$ cat src/rtl/mem_copy_engine.sv
// Word-at-a-time data-memory copy/fill engine: IDLE -> (READ -> WRITE)* -> DONE.
// Every memory-side strobe, address and data word, plus busy and done, is a flop.
module mem_copy_engine #(
    parameter int ADDR_W = 8,
    parameter int DATA_W = 32
) (
    input  logic              clk,
    input  logic              rst_n,
    input  logic              start,
    input  logic              Fill,
    input  logic [ADDR_W-1:0] SrcAddr,
    input  logic [ADDR_W-1:0] DstAddr,
    input  logic [ADDR_W:0]   Length,
    input  logic [DATA_W-1:0] FillData,
    output logic              busy,
    output logic              done,
    output logic              MemWrite,
    output logic              MemRead,
    output logic [ADDR_W-1:0] Address,
    output logic [DATA_W-1:0] Write_data,
    input  logic [DATA_W-1:0] Read_data
);

    typedef enum logic [1:0] {
        IDLE  = 2'd0,
        READ  = 2'd1,
        WRITE = 2'd2,
        DONE  = 2'd3
    } state_t;

    state_t              state_q;
    logic [ADDR_W-1:0]   src_q;
    logic [ADDR_W-1:0]   dst_q;
    logic [ADDR_W:0]     len_q;
    logic                fill_q;
    logic [DATA_W-1:0]   fdata_q;
    logic [ADDR_W:0]     idx_q;
    logic                busy_q;
    logic                done_q;
    logic                mem_wr_q;
    logic                mem_rd_q;
    logic [ADDR_W-1:0]   addr_q;
    logic [DATA_W-1:0]   wdata_q;

    logic [ADDR_W:0]     idx_inc_d;
    logic [ADDR_W-1:0]   src_next_d;
    logic [ADDR_W-1:0]   dst_cur_d;
    logic [ADDR_W-1:0]   dst_next_d;

    // Word-index increment and the modulo-2^ADDR_W addresses derived from it.
    always_comb begin
        idx_inc_d  = idx_q + (ADDR_W+1)'(1);
        src_next_d = src_q + idx_inc_d[ADDR_W-1:0];
        dst_cur_d  = dst_q + idx_q[ADDR_W-1:0];
        dst_next_d = dst_q + idx_inc_d[ADDR_W-1:0];
    end

    // Transfer FSM; outputs are loaded together with the state they belong to.
    always_ff @(posedge clk or negedge rst_n) begin
        if (!rst_n) begin
            state_q  <= IDLE;
            src_q    <= '0;
            dst_q    <= '0;
            len_q    <= '0;
            fill_q   <= 1'b0;
            fdata_q  <= '0;
            idx_q    <= '0;
            busy_q   <= 1'b0;
            done_q   <= 1'b0;
            mem_wr_q <= 1'b0;
            mem_rd_q <= 1'b0;
            addr_q   <= '0;
            wdata_q  <= '0;
        end else begin
            case (state_q)
                IDLE: begin
                    if (start) begin
                        src_q   <= SrcAddr;
                        dst_q   <= DstAddr;
                        len_q   <= Length;
                        fill_q  <= Fill;
                        fdata_q <= FillData;
                        idx_q   <= '0;
                        if (Length == '0) begin
                            state_q <= DONE;
                            done_q  <= 1'b1;
                        end else if (Fill) begin
                            state_q  <= WRITE;
                            busy_q   <= 1'b1;
                            mem_wr_q <= 1'b1;
                            addr_q   <= DstAddr;
                            wdata_q  <= FillData;
                        end else begin
                            state_q  <= READ;
                            busy_q   <= 1'b1;
                            mem_rd_q <= 1'b1;
                            addr_q   <= SrcAddr;
                        end
                    end else begin
                        state_q <= IDLE;
                    end
                end
                READ: begin
                    // wdata_q doubles as the data register for copies.
                    state_q  <= WRITE;
                    wdata_q  <= Read_data;
                    mem_rd_q <= 1'b0;
                    mem_wr_q <= 1'b1;
                    addr_q   <= dst_cur_d;
                end
                WRITE: begin
                    idx_q <= idx_inc_d;
                    if (idx_inc_d == len_q) begin
                        state_q  <= DONE;
                        busy_q   <= 1'b0;
                        done_q   <= 1'b1;
                        mem_wr_q <= 1'b0;
                    end else if (fill_q) begin
                        state_q <= WRITE;
                        addr_q  <= dst_next_d;
                        wdata_q <= fdata_q;
                    end else begin
                        state_q  <= READ;
                        mem_wr_q <= 1'b0;
                        mem_rd_q <= 1'b1;
                        addr_q   <= src_next_d;
                    end
                end
                DONE: begin
                    state_q <= IDLE;
                    done_q  <= 1'b0;
                end
                default: begin
                    state_q  <= IDLE;
                    busy_q   <= 1'b0;
                    done_q   <= 1'b0;
                    mem_wr_q <= 1'b0;
                    mem_rd_q <= 1'b0;
                end
            endcase
        end
    end

    assign busy       = busy_q;
    assign done       = done_q;
    assign MemWrite   = mem_wr_q;
    assign MemRead    = mem_rd_q;
    assign Address    = addr_q;
    assign Write_data = wdata_q;

endmodule

$ cat config.mk
export PLATFORM = sky130hd
export DESIGN_NAME = mem_copy_engine
export DESIGN_NICKNAME = d
export VERILOG_FILES = /design/src/rtl/mem_copy_engine.sv
export SDC_FILE = /design/constraint.sdc
export NUM_CORES = 1
export LEC_CHECK = 0
export CAP_MARGIN = 20
export CORE_ASPECT_RATIO = 2
export CORE_MARGIN = 3
export CORE_UTILIZATION = 32
export DETAILED_ROUTE_END_ITERATION = 10
export MAX_ROUTING_LAYER = met4
export PLACE_DENSITY = 0.66
export SYNTH_ARGS = -nofsm -noshare
export SYNTH_HDL_FRONTEND = slang
export SYNTH_SLANG_ARGS = --single-unit
$ cat constraint.sdc
create_clock -name clk -period 4.1 [get_ports clk]
set_input_delay 0.615 -clock clk [delete_from_list [all_inputs] [get_ports clk]]
set_output_delay 0.615 -clock clk [all_outputs]
set_load 0.005 [all_outputs]
# Word level (Yosys, flattened, before mapping)
# Index checks and enable logic that the tools add are counted.
# op_classes
shift	0
n_reduce_logical	13
bitwise	0
add_sub_neg	4
div_mod_pow	0
mul	0
muxes	40
n_eq_ne	14
order_cmp	0
# op_table
cell	n
$mux 32	5
$pmux 32 s3	1
$mux 8	5
$add 8x8->8	3
$pmux 8 s3	1
$ne 2x2->1 const B	9
$pmux 9 s2	1
$mux 1	16
$reduce_and 4->1	3
$reduce_and 6->1	2
$mux 2	5
$add 9x1->9 const B	1
$eq 9x9->1	1
$logic_not 9->1	1
$mux 9	1
$pmux 1 s3	3
$pmux 2 s4	1
$reduce_bool 3->1	2
$reduce_and 5->1	1
$eq 2x2->1 const B	2
$reduce_and 2->1	2
$ne 3x3->1 const B	1
$eq 2x1->1 const B	1
$logic_not 2->1	1
2 further kinds	2
# totals
n_memories	0
register_bits	113
latchBits	0
mem_bits_rw	0
mem_bits_ro	0
in_bits	93

# Logic depth before layout (Yosys ltp)
# Gate-level depths: netlist (run 1).
# logic_depth
word_depth	5
depth_mapped	12
mapped_depth_nobuf	11

# Worst setup path before layout (run 1)
# OpenSTA, ideal clock, no wires.
# synth_path
path_type	register to register
start	reg idx_q[1]
end	reg addr_q[7] (netlist: Address[7])
setup_slack_ns	1.350
stages_incl_launch_ff	12
t_arrival_ns	2.669
n_path_buf	0
path_cell_list	dfrtp_1 -> ha_1 -> nand3_2 -> or2_2 -> nand2_1 -> ha_1 -> nor2b_1 -> a311o_1 -> o31a_1 -> xnor2_1 -> o22a_1 -> a31oi_1
# synth_via
elab_chain_len	5
elab_cells_between_ends	10
cone_classes	add/sub (4); eq/ne (2); mux (3); reduce/logical (1)
# synth_lines
item	line_no	rtl
start, declared	37	logic [ADDR_W:0] idx_q;
start signal, assigned	112	idx_q <= idx_inc_d;
$add 9x1->9	52	idx_inc_d = idx_q + (ADDR_W+1)'(1);
$add 8x8->8, on equally long branches	53, 55	
$mux 8	118	end else if (fill_q) begin
$mux 8	113	if (idx_inc_d == len_q) begin
$pmux 8 s3	75	case (state_q)
end signal, assigned	109	addr_q <= dst_cur_d;
end signal, assigned	120	addr_q <= dst_next_d;
end signal, assigned	126	addr_q <= src_next_d;
end, declared	42	logic [ADDR_W-1:0] addr_q;
# Parallel ways exist; a longest one is shown, timed or not. The select of a mux whose other input is x is not followed.
# A chain may end at the register's enable or synchronous reset.

# Final worst setup path (run 1)
# layout_path
start	reg idx_q[0]
end	reg wdata_q[25] (netlist: Write_data[25])
# layout_via
elab_chain_len	4
# layout_lines
item	line_no	rtl
$add 9x1->9	52	
$eq 9x9->1	113	
$ne 2x2->1 (no source line)	--	
$reduce_and 6->1 (no source line)	--	
end signal, assigned	92	wdata_q <= FillData;
end signal, assigned	106	wdata_q <= Read_data;
end signal, assigned	121	wdata_q <= fdata_q;
end, declared	43	logic [DATA_W-1:0] wdata_q;
# No other way between the ends.

==> metrics.txt, run 1 <==
Syn Nets=698; leakage=3.57 nW; final hold vios=0; slew at the pin with the worst max-slew slack=999 ps; maximum vdd drop=0.386 mV; Seq/Total Area, Yosys=43.9%; IO Pins=137; largest net degree at the start of global routing=75; Async SR Flop Fraction=100%; clock sink total=113; RSZ-0062 raised after global routing=false; final setup TNS=0 ps; Die Area=22,000 sq um; DR vias/cell=5.13; Routability Congestion=0.867; commonest non-fill, non-tap cell in the layout=clkdlybuf4s50_1; layout cell share with drive strength beyond 1=21.1%; Placed Instance Area=8010 sq um; run status=complete, no violations; critical path capture point type=flip-flop; Worst-path clk slew=50 ps; detailed placement HPWL=13,500 microns; Total Routed Length=18,300 microns; vias post-DR=5,018; fin nets=821; Starting DRT DRC Count=165; largest cells by area after synthesis=dfrtp_1 44%, mux2_2 11%, mux2_4 8.9%; Final Cycle Share=82.7%; Post-synth EDFFs=0; WS Path Type=flip-flop to flip-flop; Worst EP arrival=3690 ps; gr usage total=17.8%; H-Tree Depth=4; post-route cell area=8570 sq um; fill cell count=1,893; Antenna diodes=0; Warnings, synthesis=0; Yosys top cell by area=dfrtp_1; post-CTS sizing=0; area grow syn2layout=33.0%; Root Buffer=clkbuf_16; DRC viols=0; crit path launch type=flip-flop; Slew HR=33.4%; mean routed wirelength per cell=18.7 microns; die outline height=207 microns; Peak Freq=295 MHz; minimum clock period=3390 ps; vias in the first global route=5,388; Yosys reg bits=113; Netlist cell types=56; total grt overflow=0; Initial Util=33.0%; drt first pass iters=4; most frequent cells in the layout=135 x clkdlybuf4s50_1, 113 x dfrtp_1, 65 x mux2_2; post-synth top area share=43.9%; Post-CTS Hold Buffers=0; max_cap viols=0; ys flop type=dfrtp_1; Num CTS Buffers=17; fin. max-slew vios=0; Post-Syn Area=6440 sq um; power density over cell area=832 nW/um^2; global-route wire length before repair=28,900 microns; Max Root-Sink Buffers=2; Die X=106 microns; critical-path maximum fanout=19; antenna violations before repair=0; post-route ant nets=0; Hold Crit Class=input port to asynchronous set/reset pin; Syn Area/Cell=11.0 sq um; Rows=72; # setup viols final=0; Max Clock Skew=9.48 ps; clk_lat worst skew=420 ps; Core Box Area=19,500 sq um; Synth Instances=584; buffer count from post-CTS setup fixing=0; Req. time, crit path=4400 ps; PortBufs=136; CTS tree=built
==> power by group <==
group / switching (mW) / internal (mW) / leakage (nW) / total (mW)
registers: 0.399 / 1.67 / 1.34 / 2.06
logic: 1.64 / 2.01 / 1.95 / 3.65
clock network: 0.505 / 0.909 / 0.281 / 1.41
total: 2.54 / 4.59 / 3.57 / 7.13
==> synthesized netlist by cell type (5+ instances only) <==
| library cell | n |
|---|---|
| clkbuf_1 | 27 |
| ha_1 | 19 |
| a21oi_1 | 55 |
| a22oi_1 | 37 |
| mux2_2 | 65 |
| nor3_1 | 6 |
| nor2b_1 | 10 |
| a211oi_1 | 5 |
| inv_1 | 14 |
| buf_6 | 6 |
| nor2_1 | 48 |
| xnor2_1 | 15 |
| mux2i_1 | 8 |
| nand3_1 | 7 |
| dfrtp_1 | 113 |
| xor2_1 | 10 |
| o21ai_0 | 18 |
| nand2_1 | 21 |
| mux2_4 | 38 |
==> flip-flops by register name, indices dropped and copies added (netlist names), 2 cells and up <==
signal,flops
fdata_q,32
src_q,8
len_q,9
Address,8
idx_q,9
Write_data,32
dst_q,8
state_q,2
==> through the flow <==
step / std cells / power, mW / util [%] / worst slack (ps) / hold WS, ps
final: 979 / 7.13 / 43.8 / 710 / 350
after global routing: 979 / 7.66 / 43.8 / 519 / 430
after CTS: 979 / 7.24 / 43.8 / 691 / 389
after detailed placement: 947 / 5.78 / 41.0 / 664 / 490
after global placement: 947 / 5.72 / 41.0 / 731 / 484
after floorplan: 584 / 4.57 / - / 1350 / 319
==> final timing paths <==
kind	cells after the start	startpoint	to	slack (ps)
worst max-delay path	9	idx_q[0]	Write_data[25]	710
worst min-delay path	1	rst_n	fdata_q[13]	350
worst max register to register	9	idx_q[0]	Write_data[25]	710
worst min register to register	1	src_q[5]	src_q[5]	500
max in group asynchronous	2	rst_n	len_q[8]	2860
min in group clk	1	src_q[5]	src_q[5]	500
==> layer usage <==
layer  up-vias  GRT usage [%]  share of wire (%)
li1       2360              -                  -
met1      2488           17.4                 35
met2       136           33.6                 59
met3        34           2.65                2.8
met4         0           8.75                3.4
met5         -              -                  0
==> worst max-delay path: stages (launching register included) <==
cell       delay [ps]
dfrtp_1           540
ha_1              340
nand3_2           160
o21ai_0           340
nand3_1           120
o2111ai_1         250
nor2_2            120
a21oi_4           560
buf_4             450
mux2_2            370
==> final cells by class <==
class | count | area [sq um] | area share, %
timing repair buffer | 145 | 1430 | 16.6
tap | 259 | 324 | 3.78
multi-input combinational | 416 | 3380 | 39.4
clock buffer | 27 | 513 | 5.99
sequential | 113 | 2830 | 33.0
inverter | 14 | 52.6 | 0.613
clock inverter | 5 | 50.0 | 0.584
==> logic make-up after synthesis <==
group | share of synthesized area [%]
buffers and inverters | 4.02
AO/OA/AOI/OAI | 14.6
adder cells (fa/ha/maj) | 4.31
flip-flops | 43.9
multiplexers | 21.5
AND/OR/NAND/NOR | 8.35
XOR/XNOR | 3.40
Note: power is estimated with default switching activity, not from simulation.
==> run 2: changes to the inputs <==
==> constraint.sdc (replaced) <==
create_clock -name clk -period 3.45 [get_ports clk]
set_input_delay 0.5175 -clock clk [delete_from_list [all_inputs] [get_ports clk]]
set_output_delay 0.5175 -clock clk [all_outputs]
set_load 0.005 [all_outputs]
==> run 2 against run 1 <==
Effect of this change: critical path depth stayed put; hold slack got worse by 250 ps; non-clock buffer count up 3; critical path type unchanged.
==> metrics.txt, run 2 (synthesized netlist as in run 1, its figures left out) <==
post-route cell area=8720 sq um (was 8570 sq um); PortBufs=136 (unchanged); Root Buffer=clkbuf_16 (unchanged); Post-CTS Hold Buffers=0 (unchanged); Antenna diodes=0 (unchanged); Routability Congestion=0.877 (was 0.867); Starting DRT DRC Count=183 (was 165); Max Clock Skew=16.7 ps (was 9.48 ps); global-route wire length before repair=28,900 microns (about the same); final hold vios=0 (unchanged); Initial Util=33.0% (unchanged); max_cap viols=0 (unchanged); minimum clock period=3120 ps (was 3390 ps); # setup viols final=0 (unchanged); H-Tree Depth=4 (unchanged); fin. max-slew vios=0 (unchanged); mean routed wirelength per cell=18.7 microns (about the same); clk_lat worst skew=420 ps (about the same); DRC viols=0 (unchanged); detailed placement HPWL=13,400 microns (was 13,500 microns); clock sink total=113 (unchanged); total grt overflow=0 (unchanged); post-route ant nets=0 (unchanged); slew at the pin with the worst max-slew slack=901 ps (was 999 ps); layout cell share with drive strength beyond 1=21.9% (was 21.1%); leakage=3.64 nW (was 3.57 nW); power density over cell area=1010 nW/um^2 (was 832 nW/um^2); critical-path maximum fanout=20 (was 19); Placed Instance Area=8080 sq um (was 8010 sq um); maximum vdd drop=0.559 mV (was 0.386 mV); area grow syn2layout=35.3% (was 33.0%); Num CTS Buffers=17 (unchanged); die outline height=207 microns (unchanged); DR vias/cell=5.06 (was 5.13); gr usage total=17.7% (was 17.8%); fin nets=824 (was 821); crit path launch type=flip-flop (unchanged); hold slack=105 ps (was 350 ps); Hold Crit Class=input port to asynchronous set/reset pin (unchanged); Rows=72 (unchanged); Final Cycle Share=90.4% (was 82.7%); Die X=106 microns (unchanged); buffer count from post-CTS setup fixing=0 (unchanged); Total Routed Length=18,400 microns (was 18,300 microns); run status=complete, no violations (unchanged); antenna violations before repair=0 (unchanged); overall power=8.84 mW (was 7.13 mW); Slew HR=39.9% (was 33.4%); RSZ-0062 raised after global routing=false (unchanged); Worst-path clk slew=50 ps (about the same); vias in the first global route=5,311 (was 5,388); vias post-DR=4,962 (was 5,018); Die Area=22,000 sq um (unchanged); Req. time, crit path=3740 ps (was 4400 ps); IO Pins=137 (unchanged); WS Path Type=flip-flop to flip-flop (unchanged); commonest non-fill, non-tap cell in the layout=clkdlybuf4s50_1 (unchanged); largest net degree at the start of global routing=49 (was 75); CTS tree=built (unchanged); Peak Freq=321 MHz (was 295 MHz); final setup TNS=0 ps (unchanged); Worst EP arrival=3410 ps (was 3690 ps); post-CTS sizing=0 (unchanged); Max Root-Sink Buffers=2 (unchanged); most frequent cells in the layout=135 x clkdlybuf4s50_1, 113 x dfrtp_1, 65 x mux2_2 (unchanged); critical path capture point type=flip-flop (unchanged); Core Box Area=19,500 sq um (unchanged); drt first pass iters=4 (unchanged)
-- run 2: changes by cell type in the layout (fill, tap and decap cells not counted), sizes merged --
cell	previous run	this run
bufinv	1	5
clkbuf	27	20
buf	10	13
clkinvlp	0	2
-- run 2: per-layer routing --
layer	up-vias	track usage (%)	wire (microns)
met4	0	7.50	390
met1	2447	17.3	6370
met3	24	3.33	677
met5	-	-	0
met2	121	33.8	10900
li1	2370	-	-
-- run 2: final timing paths --
kind / start / to / slack, ps / cells after the start
max: idx_q[1] / Write_data[25] / 330 / 9
min: rst_n / fdata_q[17] / 100 / 1
max reg2reg: idx_q[1] / Write_data[25] / 330 / 9
min reg2reg: fdata_q[10] / fdata_q[10] / 500 / 1
max in group asynchronous: rst_n / Address[5] / 2490 / 2
min in group clk: fdata_q[10] / fdata_q[10] / 500 / 1
-- run 2: report_power, final --
group | internal, mW | total, mW | switching (mW)
Sequential | 1.98 | 2.44 | 0.460
Clock | 1.31 | 1.92 | 0.615
Combinational | 2.48 | 4.48 | 2.00
Total | 5.77 | 8.84 | 3.08
-- run 2: layout make-up --
class	instances	area, sq um
fillers	1822	10800
clock buffers	20	457
clock inverters	11	185
repair buffers	148	1500
well taps	259	324
flip-flops and latches	113	2830
inverters	14	52.6
multi-input cells	416	3380
-- run 2: through the flow --
stage	utilization [%]	instances	setup WS, ps
2_1_floorplan	-	584	700
3_3_place_gp	41.3	950	366
3_5_place_dp	41.3	950	313
4_1_cts	44.6	981	339
5_1_grt	44.6	981	131
6_report	44.6	981	332
-- run 2: worst max-delay path, stage by stage (launching register included) --
cell	delay [ps]
dfrtp_1	500
ha_1	340
nand3_2	170
o21ai_0	330
nand3_1	140
o2111ai_1	170
nor2_2	110
a21oi_4	600
buf_12	280
mux2_2	350
==> run 3: changes to the inputs <==
--- a/config.mk
+++ b/config.mk
@@ -10,7 +10,7 @@
 export CORE_MARGIN = 3
 export CORE_UTILIZATION = 32
 export DETAILED_ROUTE_END_ITERATION = 10
-export MAX_ROUTING_LAYER = met4
+export GPL_ROUTABILITY_DRIVEN = 0
 export PLACE_DENSITY = 0.66
 export SYNTH_ARGS = -nofsm -noshare
 export SYNTH_HDL_FRONTEND = slang
==> run 3 against run 2 <==
Effect of this change: non-clock buffer count unchanged; first-iteration DRC count increased by 4.4%; hold slack improved by 6.1 ps; global-route usage fell by 0.51 points; via count is 1.5% higher; sequential power barely moved; setup slack improved by 4.7 ps; register-to-register slack about the same; final cell count stayed put; critical path depth unchanged; core utilization unchanged; clock power about the same; largest cell class unchanged; highest routed layer unchanged.
==> metrics.txt, run 3 (synthesized netlist as in run 1, its figures left out) <==
Peak Freq=321 MHz (about the same); power density over cell area=1010 nW/um^2 (about the same); IO Pins=137 (unchanged); Die Area=22,000 sq um (unchanged); Placed Instance Area=8080 sq um (unchanged); Core Box Area=19,500 sq um (unchanged); H-Tree Depth=4 (unchanged); Initial Util=33.0% (unchanged); Antenna diodes=0 (unchanged); fin. max-slew vios=0 (unchanged); Max Root-Sink Buffers=2 (unchanged); vias post-DR=5,034 (was 4,962); Slew HR=39.0% (was 39.9%); minimum clock period=3110 ps (was 3120 ps); met2 GRT Util=33.8% (about the same); crit path setup slack, layout=337 ps (was 332 ps); post-route cell area=8720 sq um (unchanged); Starting DRT DRC Count=191 (was 183); RSZ-0062 raised after global routing=false (unchanged); slew at the pin with the worst max-slew slack=916 ps (was 901 ps); Reg power frac=27.6% (about the same); max_cap viols=0 (unchanged); clock network power share=21.8% (about the same); Die X=106 microns (unchanged); final core occ=44.6% (unchanged); global-route wire length before repair=28,900 microns (about the same); Switching Fraction=34.8% (about the same); run status=complete, no violations (unchanged); most frequent cells in the layout=135 x clkdlybuf4s50_1, 113 x dfrtp_1, 65 x mux2_2 (unchanged); CTS tree=built (unchanged); vias in the first global route=5,307 (was 5,311); commonest non-fill, non-tap cell in the layout=clkdlybuf4s50_1 (unchanged); Worst EP arrival=3410 ps (about the same); final hold vios=0 (unchanged); post-CTS sizing=0 (unchanged); DR vias/cell=5.13 (was 5.06); crit path from=idx_q[1] (unchanged); grt met3 use=3.05% (was 3.33%); crit path launch type=flip-flop (unchanged); Total Routed Length=18,300 microns (was 18,400 microns); die outline height=207 microns (unchanged); clock sink total=113 (unchanged); reg2reg start=idx_q[1] (unchanged); Int Pwr=5.77 mW (about the same); R2R Setup Slk=340 ps (was 330 ps); final setup TNS=0 ps (unchanged); WS Path Type=flip-flop to flip-flop (unchanged); Root Buffer=clkbuf_16 (unchanged); post-route ant nets=0 (unchanged); gr usage total=17.2% (was 17.7%); layout cell share with drive strength beyond 1=21.9% (unchanged); Final Cycle Share=90.2% (was 90.4%); # setup viols final=0 (unchanged); area grow syn2layout=35.3% (unchanged); leakage=3.64 nW (unchanged); R2R depth=9 (unchanged); most used routing layer in global routing=met2 (unchanged); antenna violations before repair=0 (unchanged); clk_lat worst skew=410 ps (was 420 ps); critical-path maximum fanout=20 (unchanged); maximum vdd drop=0.559 mV (about the same); pre-CTS setup slack=313 ps (unchanged); Max Clock Skew=6.48 ps (was 16.7 ps); total grt overflow=0 (unchanged); largest net degree at the start of global routing=49 (unchanged); Hold Crit Class=input port to asynchronous set/reset pin (unchanged); Req. time, crit path=3750 ps (was 3740 ps); detailed placement HPWL=13,400 microns (unchanged); Post-CTS Hold Buffers=0 (unchanged); drt first pass iters=7 (was 4); grt met1 use=17.4% (was 17.3%); critical path capture point type=flip-flop (unchanged); logic gate share of total power=50.6% (about the same); Num CTS Buffers=17 (unchanged); Rows=72 (unchanged); fin nets=824 (unchanged); Worst-path clk slew=50 ps (about the same); reg-to-reg critical path endpoint=Write_data[25] (unchanged); Switching Power=3.08 mW (about the same); PortBufs=136 (unchanged); mean routed wirelength per cell=18.7 microns (about the same); overall power=8.85 mW (was 8.84 mW); buffer count from post-CTS setup fixing=0 (unchanged); DRC viols=0 (unchanged); Setup crit end=Write_data[25] (unchanged)
run 3: worst min-delay path by stage:
stage	from	endpoint	cells after the start
after global routing	rst_n	fdata_q[14]	1
after global placement	fdata_q[0]	fdata_q[0]	1
after CTS	rst_n	fdata_q[14]	1
final	rst_n	fdata_q[14]	1
after floorplan	rst_n	Address[0]	0
after detailed placement	Write_data[25]	Write_data[25]	1
run 3: per-stage QoR:
stage | hold WS [ps] | instances
6_report | 111 | 981
2_1_floorplan | 222 | 584
4_1_cts | 121 | 981
5_1_grt | 144 | 981
3_5_place_dp | 494 | 950
3_3_place_gp | 487 | 950
run 3: metal layers:
layer | part of all wire (%) | up-vias | wire, microns
li1 | - | 2366 | -
met1 | 35 | 2484 | 6460
met2 | 58 | 151 | 10700
met3 | 3.3 | 33 | 607
met4 | 3.2 | 0 | 578
met5 | 0 | - | 0
run 3: cell type report:
type                            count  area, sq um
Clock inverter                     11          185
Inverter                           14         52.6
Fill cell                        1822        10800
Timing Repair Buffer              148         1500
Tap cell                          259          324
Clock buffer                       20          457
Sequential cell                   113         2830
Multi-Input combinational cell    416         3380
run 3: critical path: stages (launching register included):
cell and delay, ps:
dfrtp_1 500, ha_1 340, nand3_2 170, o21ai_0 330, nand3_1 140, o2111ai_1 170
nor2_2 110, a21oi_4 600, buf_12 280, mux2_2 350
run 3: power groups by stage:
stage	Sequential [mW]	Clock (mW)	Combinational, mW
2_1_floorplan	2.32	0	3.11
3_3_place_gp	2.45	0	4.47
3_5_place_dp	2.45	0	4.52
4_1_cts	2.45	1.97	4.54
5_1_grt	2.52	2.04	4.90
6_report	2.44	1.93	4.48
